==> config.mk <==
export PLATFORM = sky130hd
export DESIGN_NAME = icache_ctrl
export DESIGN_NICKNAME = d
export VERILOG_FILES = /design/src/rtl/icache_pkg.sv /design/src/rtl/icache_array.sv /design/src/rtl/icache_ctrl.sv
export SDC_FILE = /design/constraint.sdc
export NUM_CORES = 2
export LEC_CHECK = 0
export BUFFER_PORTS_ARGS = -buffer_cell sky130_fd_sc_hd__buf_2
export CAP_MARGIN = 20
export CORE_ASPECT_RATIO = 0.75
export CORE_UTILIZATION = 43
export DETAILED_ROUTE_END_ITERATION = 6
export PLACE_DENSITY_LB_ADDON = 0.25
export SYNTH_ARGS = -nofsm -noshare
export SYNTH_HDL_FRONTEND = slang
export SYNTH_HIERARCHICAL = 1
export SYNTH_MEMORY_MAX_BITS = 65536
export SYNTH_SLANG_ARGS = --single-unit
==> constraint.sdc <==
create_clock -name i_clk -period 6 [get_ports i_clk]
set_clock_uncertainty 0.1 [all_clocks]
set_input_delay 1.2 -clock i_clk [delete_from_list [all_inputs] [get_ports i_clk]]
set_output_delay 1.2 -clock i_clk [all_outputs]
set_load 0.02 [all_outputs]
==> src/rtl/icache_pkg.sv <==
// Shared types and address-split helpers for the direct-mapped instruction cache.
package icache_pkg;

    typedef enum logic [1:0] {
        IDLE,
        REQ,
        WAIT,
        FILL
    } state_t;

    localparam int DEF_NUM_SETS       = 32;
    localparam int DEF_WORDS_PER_LINE = 4;
    localparam int DEF_ADDR_W         = 32;

    localparam int OFFSET_W = $clog2(DEF_WORDS_PER_LINE);
    localparam int INDEX_W  = $clog2(DEF_NUM_SETS);
    localparam int TAG_W    = DEF_ADDR_W - INDEX_W - OFFSET_W - 2;

    // Helpers take the field widths explicitly so a re-parameterised cache can reuse them.
    function automatic logic [63:0] addr_offset(input logic [63:0] addr, input int offset_w);
        return (addr >> 2) & ((64'd1 << offset_w) - 64'd1);
    endfunction

    function automatic logic [63:0] addr_index(input logic [63:0] addr, input int offset_w,
                                               input int index_w);
        return (addr >> (2 + offset_w)) & ((64'd1 << index_w) - 64'd1);
    endfunction

    function automatic logic [63:0] addr_tag(input logic [63:0] addr, input int offset_w,
                                             input int index_w);
        return addr >> (2 + offset_w + index_w);
    endfunction

endpackage

==> src/rtl/icache_array.sv <==
// Tag/valid/data storage: combinational lookup, synchronous word and tag writes,
// valid bits cleared on reset.
module icache_array
    import icache_pkg::*;
#(
    parameter int NUM_SETS       = DEF_NUM_SETS,
    parameter int WORDS_PER_LINE = DEF_WORDS_PER_LINE,
    parameter int IDX_BITS       = INDEX_W,
    parameter int OFF_BITS       = OFFSET_W,
    parameter int TAG_BITS       = TAG_W
) (
    input  logic                clk,
    input  logic                rst_n,
    input  logic [IDX_BITS-1:0] rd_index,
    input  logic [OFF_BITS-1:0] rd_offset,
    output logic                rd_valid,
    output logic [TAG_BITS-1:0] rd_tag,
    output logic [31:0]         rd_data,
    input  logic                word_we,
    input  logic [IDX_BITS-1:0] wr_index,
    input  logic [OFF_BITS-1:0] wr_offset,
    input  logic [31:0]         wr_data,
    input  logic                tag_we,
    input  logic [TAG_BITS-1:0] wr_tag
);

    logic [NUM_SETS-1:0] valid_vec;
    logic [TAG_BITS-1:0] tag_mem  [NUM_SETS];
    logic [31:0]         data_mem [NUM_SETS*WORDS_PER_LINE];

    generate
        for (genvar gi = 0; gi < NUM_SETS; gi++) begin : g_valid
            logic valid_reg;
            always_ff @(posedge clk) begin
                if (!rst_n) begin
                    valid_reg <= 1'b0;
                end else if (tag_we && wr_index == IDX_BITS'(gi)) begin
                    valid_reg <= 1'b1;
                end
            end
            assign valid_vec[gi] = valid_reg;
        end
    endgenerate

    always_ff @(posedge clk) begin
        if (tag_we) begin
            tag_mem[wr_index] <= wr_tag;
        end
        if (word_we) begin
            data_mem[{wr_index, wr_offset}] <= wr_data;
        end
    end

    assign rd_valid = valid_vec[rd_index];
    assign rd_tag   = tag_mem[rd_index];
    assign rd_data  = data_mem[{rd_index, rd_offset}];

endmodule

==> src/rtl/icache_ctrl.sv <==
// Direct-mapped read-only instruction cache with a blocking word-by-word refill.
// Define ICACHE_STATS_EN to add the o_hit_cnt / o_miss_cnt counters.
module icache_ctrl
    import icache_pkg::*;
#(
    parameter int NUM_SETS       = DEF_NUM_SETS,
    parameter int WORDS_PER_LINE = DEF_WORDS_PER_LINE,
    parameter int ADDR_W         = DEF_ADDR_W
) (
    input  logic              i_clk,
    input  logic              i_rst_n,
    input  logic              i_req_ren,
    input  logic [ADDR_W-1:0] i_req_addr,
    output logic [31:0]       o_res_rdata,
    output logic              o_res_valid,
    output logic              o_busy,
    output logic              o_mem_ren,
    output logic [ADDR_W-1:0] o_mem_addr,
    input  logic              i_mem_ready,
    input  logic              i_mem_valid,
    input  logic [31:0]       i_mem_rdata
`ifdef ICACHE_STATS_EN
    ,
    output logic [31:0]       o_hit_cnt,
    output logic [31:0]       o_miss_cnt
`endif
);

    localparam int OFF_BITS = $clog2(WORDS_PER_LINE);
    localparam int IDX_BITS = $clog2(NUM_SETS);
    localparam int TAG_BITS = ADDR_W - IDX_BITS - OFF_BITS - 2;
    localparam int LINE_W   = ADDR_W - OFF_BITS - 2;

    state_t              state_reg, state_next;
    logic [OFF_BITS-1:0] count_reg, count_next;
    logic [LINE_W-1:0]   line_reg, line_next;

    logic [OFF_BITS-1:0] req_offset;
    logic [IDX_BITS-1:0] req_index;
    logic [TAG_BITS-1:0] req_tag;
    logic                rd_valid;
    logic [TAG_BITS-1:0] rd_tag;
    logic [31:0]         rd_data;
    logic                hit;
    logic                word_we;
    logic                tag_we;

    assign req_offset = OFF_BITS'(addr_offset(64'(i_req_addr), OFF_BITS));
    assign req_index  = IDX_BITS'(addr_index(64'(i_req_addr), OFF_BITS, IDX_BITS));
    assign req_tag    = TAG_BITS'(addr_tag(64'(i_req_addr), OFF_BITS, IDX_BITS));
    assign hit        = i_req_ren && rd_valid && (rd_tag == req_tag);

    icache_array #(
        .NUM_SETS       (NUM_SETS),
        .WORDS_PER_LINE (WORDS_PER_LINE),
        .IDX_BITS       (IDX_BITS),
        .OFF_BITS       (OFF_BITS),
        .TAG_BITS       (TAG_BITS)
    ) u_array (
        .clk       (i_clk),
        .rst_n     (i_rst_n),
        .rd_index  (req_index),
        .rd_offset (req_offset),
        .rd_valid  (rd_valid),
        .rd_tag    (rd_tag),
        .rd_data   (rd_data),
        .word_we   (word_we),
        .wr_index  (line_reg[IDX_BITS-1:0]),
        .wr_offset (count_reg),
        .wr_data   (i_mem_rdata),
        .tag_we    (tag_we),
        .wr_tag    (line_reg[LINE_W-1:IDX_BITS])
    );

    always_ff @(posedge i_clk) begin
        if (!i_rst_n) begin
            state_reg <= IDLE;
            count_reg <= '0;
            line_reg  <= '0;
        end else begin
            state_reg <= state_next;
            count_reg <= count_next;
            line_reg  <= line_next;
        end
    end

    always_comb begin
        state_next  = state_reg;
        count_next  = count_reg;
        line_next   = line_reg;
        o_res_valid = 1'b0;
        o_res_rdata = '0;
        o_busy      = 1'b0;
        o_mem_ren   = 1'b0;
        o_mem_addr  = '0;
        word_we     = 1'b0;
        tag_we      = 1'b0;
        case (state_reg)
            IDLE: begin
                if (hit) begin
                    o_res_valid = 1'b1;
                    o_res_rdata = rd_data;
                end else if (i_req_ren) begin
                    o_busy     = 1'b1;
                    line_next  = i_req_addr[ADDR_W-1:OFF_BITS+2];
                    count_next = '0;
                    state_next = REQ;
                end
            end
            REQ: begin
                o_busy     = 1'b1;
                o_mem_ren  = 1'b1;
                o_mem_addr = {line_reg, count_reg, 2'b00};
                if (i_mem_ready) begin
                    state_next = WAIT;
                end
            end
            WAIT: begin
                // Data seen in REQ (same cycle as the accept) never reaches here.
                o_busy = 1'b1;
                if (i_mem_valid) begin
                    word_we = 1'b1;
                    if (count_reg == OFF_BITS'(WORDS_PER_LINE - 1)) begin
                        state_next = FILL;
                    end else begin
                        count_next = count_reg + 1'b1;
                        state_next = REQ;
                    end
                end
            end
            FILL: begin
                o_busy     = 1'b1;
                tag_we     = 1'b1;
                state_next = IDLE;
            end
            default: state_next = IDLE;
        endcase
        // Outputs stay quiet while reset is asserted, whatever the fetch stage drives.
        if (!i_rst_n) begin
            o_res_valid = 1'b0;
            o_res_rdata = '0;
            o_busy      = 1'b0;
            o_mem_ren   = 1'b0;
            o_mem_addr  = '0;
            word_we     = 1'b0;
            tag_we      = 1'b0;
        end
    end

`ifdef ICACHE_STATS_EN
    logic [31:0] hit_cnt_reg;
    logic [31:0] miss_cnt_reg;
    logic        miss_start;

    assign miss_start = (state_reg == IDLE) && i_req_ren && !hit;

    always_ff @(posedge i_clk) begin
        if (!i_rst_n) begin
            hit_cnt_reg  <= '0;
            miss_cnt_reg <= '0;
        end else begin
            if (o_res_valid) begin
                hit_cnt_reg <= hit_cnt_reg + 32'd1;
            end
            if (miss_start) begin
                miss_cnt_reg <= miss_cnt_reg + 32'd1;
            end
        end
    end

    assign o_hit_cnt  = hit_cnt_reg;
    assign o_miss_cnt = miss_cnt_reg;
`endif

endmodule

==> impl_metrics.env <==
export IMPL_status="complete, but fails checks"
export IMPL_failed_checks="DRC, setup timing"
export IMPL_max_stage_delay_ns=0.51
export IMPL_cts_buffer_depth=4
export IMPL_power_density_nw_per_um2=327
export IMPL_irDropWorstVdd_v=0.000242
export IMPL_syn_area_per_cell_um2=25.3
export IMPL_whs_ns=0.361
export IMPL_wire_per_inst_um=34.0
export IMPL_num_vias=87100
export IMPL_hold_depth=3
export IMPL_grt_overflow=0
export IMPL_min_period_over_period_pct=102
export IMPL_slowest_stage="mux4_2"
export IMPL_synth_edf_count=4832
export IMPL_cts_tree="done"
export IMPL_post_route_drc_count=36
export IMPL_critical_path_top_delay_family="multiplexers"
export IMPL_hold_viol=0
export IMPL_switchingPower_mw=15.1
export IMPL_port_buffers=131
export IMPL_tightest_slew_ns=1.17
export IMPL_rrSetupSlack_ns=1.77
export IMPL_ys_warn_count=6
export IMPL_rows=209
export IMPL_max_slew_margin_rel_pct=21.7
export IMPL_drive_gt1_share_pct=37.4
export IMPL_first_pass_iters=7
export IMPL_track_usage_pct=22.1
export IMPL_crit_required_ns=4.70
export IMPL_dieArea_um2=437000
export IMPL_holdBufCountCts=0
export IMPL_seq_power_share_pct=53.2
export IMPL_cp_buffers_inverters=7
export IMPL_fmax_mhz=163
export IMPL_fin_nets=8219
export IMPL_pre_cts_ws_ns=-0.668
export IMPL_start_util_pct=43.2
export IMPL_drtIter0Drc=11200
export IMPL_path_depth=15
export IMPL_cts_max_level=5
export IMPL_grt_pass1_wl_mm=678
export IMPL_synth_distinct_cells=36
export IMPL_p_sw_share_pct=21.3
export IMPL_setup_viol=26
export IMPL_drv_cap=0
export IMPL_cellLeakagePower_nw=67.1
export IMPL_viasPerCell=6.06
export IMPL_synth_flop_cell="edfxtp_1"
export IMPL_clock_latency_ns=1.04
export IMPL_power_internal_mw=55.7
export IMPL_grt_antenna_before_repair=57
export IMPL_cp_start_kind="primary input"
export IMPL_drv_slew=0
export IMPL_cts_root_buf="clkbuf_16"
export IMPL_combPwrFrac_pct=5.3
export IMPL_synth_seq_area_share_pct=78.4
export IMPL_cts_buffers=467
export IMPL_wl_mm=489
export IMPL_die_w_um=763
export IMPL_yosys_top_cells_area="edfxtp_1 (78%), mux4_2 (19%), dfxtp_1 (0.69%)"
export IMPL_path_cells="buf_16 > buf_8 > buf_12 > mux4_2 > mux4_2 > mux2_4 > xor2_1 > nor4_4 > buf_4 > nand4_1 > nor3b_4 > buf_12 > buf_16 > and2_1 > buf_4"
export IMPL_yosys_register_bits=4896
export IMPL_clk_pin_slew_ns=0.07
export IMPL_grt_max_degree=82
export IMPL_nFillCells=33400
export IMPL_rsz0062_at_grt="true"
export IMPL_synth_top_cell_area_share_pct=77.8
export IMPL_synthCells=7389
export IMPL_stdcell_count=14400
export IMPL_grt_pass1_vias=86100
export IMPL_clkPwrFrac_pct=41.5
export IMPL_arrival_ns=4.82
export IMPL_rr_worst_depth=4
export IMPL_area_delta_synth_final_pct=15.8
export IMPL_post_synth_top_area_cell="edfxtp_1"
export IMPL_ioPinCount=136
export IMPL_worstSetupPathType="in2out"
export IMPL_hold_class="in2reg"
export IMPL_largest_reg_flops=4096
export IMPL_min_period_ns=6.12
export IMPL_place_gp_congestion=0.809
export IMPL_clkSinkCount=4896
export IMPL_path_max_fanout=11
export IMPL_end_kind="output pin"
export IMPL_core_um2=432000
export IMPL_dp_hpwl_mm=287
export IMPL_setup_slack_ns=-0.117
export IMPL_dp_cells=13400
export IMPL_die_h_um=573
export IMPL_ant_nets=0
export IMPL_async_flop_share_pct=0
export IMPL_syn_area_um2=187000
metal layers:
| metal | up-vias | GRT usage, % | part of all wire (%) |
|---|---|---|---|
| met5 | - | 0 | 0.025 |
| met4 | 18 | 5.57 | 2.6 |
| met3 | 682 | 4.86 | 11 |
| met2 | 4365 | 32.7 | 45 |
| met1 | 48100 | 33.7 | 42 |
| li1 | 33900 | - | - |
through the flow:
stage | cell area (um2) | total power [mW] | setup TNS [ns] | utilization, %
floorplan | 187000 | 40.2 | 0 | -
global placement | 200000 | 42.0 | -20.50 | 46.2
detailed placement | 200000 | 42.1 | -17.18 | 46.2
CTS | 216000 | 71.2 | -2.22 | 49.9
global route | 216000 | 72.6 | -4.34 | 50.0
finish | 216000 | 70.8 | -2.12 | 50.0
cell families after synthesis:
group / count (synthesis) / share of synthesized area, %
simple gates: 359 / 0.867
fa+ha+maj: 1 / 0.00670
other cells: 1 / 0.00201
xor+xnor: 24 / 0.113
compound gates: 65 / 0.241
flops: 4896 / 78.4
buf+inv: 402 / 0.874
mux: 1641 / 19.5
synthesized netlist by cell type, types with 2 or more instances:
cell type / n
buf_6: 2
o22ai_1: 28
nand2b_1: 4
inv_1: 2
nand2_1: 81
o21a_1: 32
nand4_1: 3
nand3_1: 12
edfxtp_1: 4832
xor2_1: 23
nor2_1: 167
buf_1: 82
nor3_2: 2
and2_1: 63
clkbuf_1: 236
nor3_1: 6
buf_4: 3
nor2b_1: 11
dfxtp_1: 64
mux4_2: 1584
nor4_1: 6
buf_2: 77
mux2_2: 56
cell usage in the layout (no fill, tap or decap), types with 28 or more instances in the layout:
| master | netlist | routed |
|---|---|---|
| edfxtp_1 | 4832 | 4832 |
| mux4_2 | 1584 | 1584 |
| clkbuf_16 | 0 | 471 |
| buf_4 | 3 | 434 |
| nor2_4 | 0 | 138 |
| buf_12 | 0 | 130 |
| clkinv_1 | 0 | 104 |
| clkinv_2 | 0 | 90 |
| clkbuf_1 | 236 | 86 |
| nand2_1 | 81 | 77 |
| buf_2 | 77 | 68 |
| dfxtp_1 | 64 | 64 |
| bufinv_16 | 0 | 50 |
| mux2_2 | 56 | 50 |
| diode_2 | 0 | 48 |
| and2_1 | 63 | 45 |
| o21a_1 | 32 | 32 |
| o22ai_1 | 28 | 28 |
tightest hold or removal path, stage by stage:
cell     delay, ns
buf_2         0.13
nand2_1       0.06
o22ai_1       0.06
path summary, 6_finish.rpt:
check,start,endpoint
min reg2reg,u_array/g_valid[1].valid_reg,u_array/g_valid[1].valid_reg
max reg2reg,line_reg[2],u_array/data_mem[22][17]
max,i_req_addr[4],o_res_rdata[22]
min,i_req_addr[19],line_reg[15]
timing repair:
item	4_1_cts	5_1_grt
endpoints found under the hold margin	0	0
gates cloned	5	0
buffers inserted	24	1
setup endpoints to repair	34	33
resized for setup	93	13
pin swaps	4	2
cell type report:
| class | instances | area (um2) | area share (%) |
|---|---|---|---|
| tap | 5802 | 7260 | 3.36 |
| multi-input combinational | 2092 | 39900 | 18.5 |
| clock inverter | 292 | 3030 | 1.40 |
| sequential | 4896 | 146000 | 67.7 |
| clock buffer | 559 | 12100 | 5.61 |
| inverter | 2 | 7.51 | 0.00347 |
| antenna | 48 | 120 | 0.0556 |
| timing repair buffer | 690 | 7340 | 3.40 |
power groups by stage:
stage	clock (mW)	sequential (mW)	combinational, mW
2_1_floorplan	0	38.4	1.80
3_3_place_gp	0	38.4	3.53
3_5_place_dp	0	38.5	3.59
4_1_cts	29.8	37.7	3.66
5_1_grt	31.0	37.6	3.92
6_report	29.4	37.7	3.76
(Power assumes the default switching activity.)
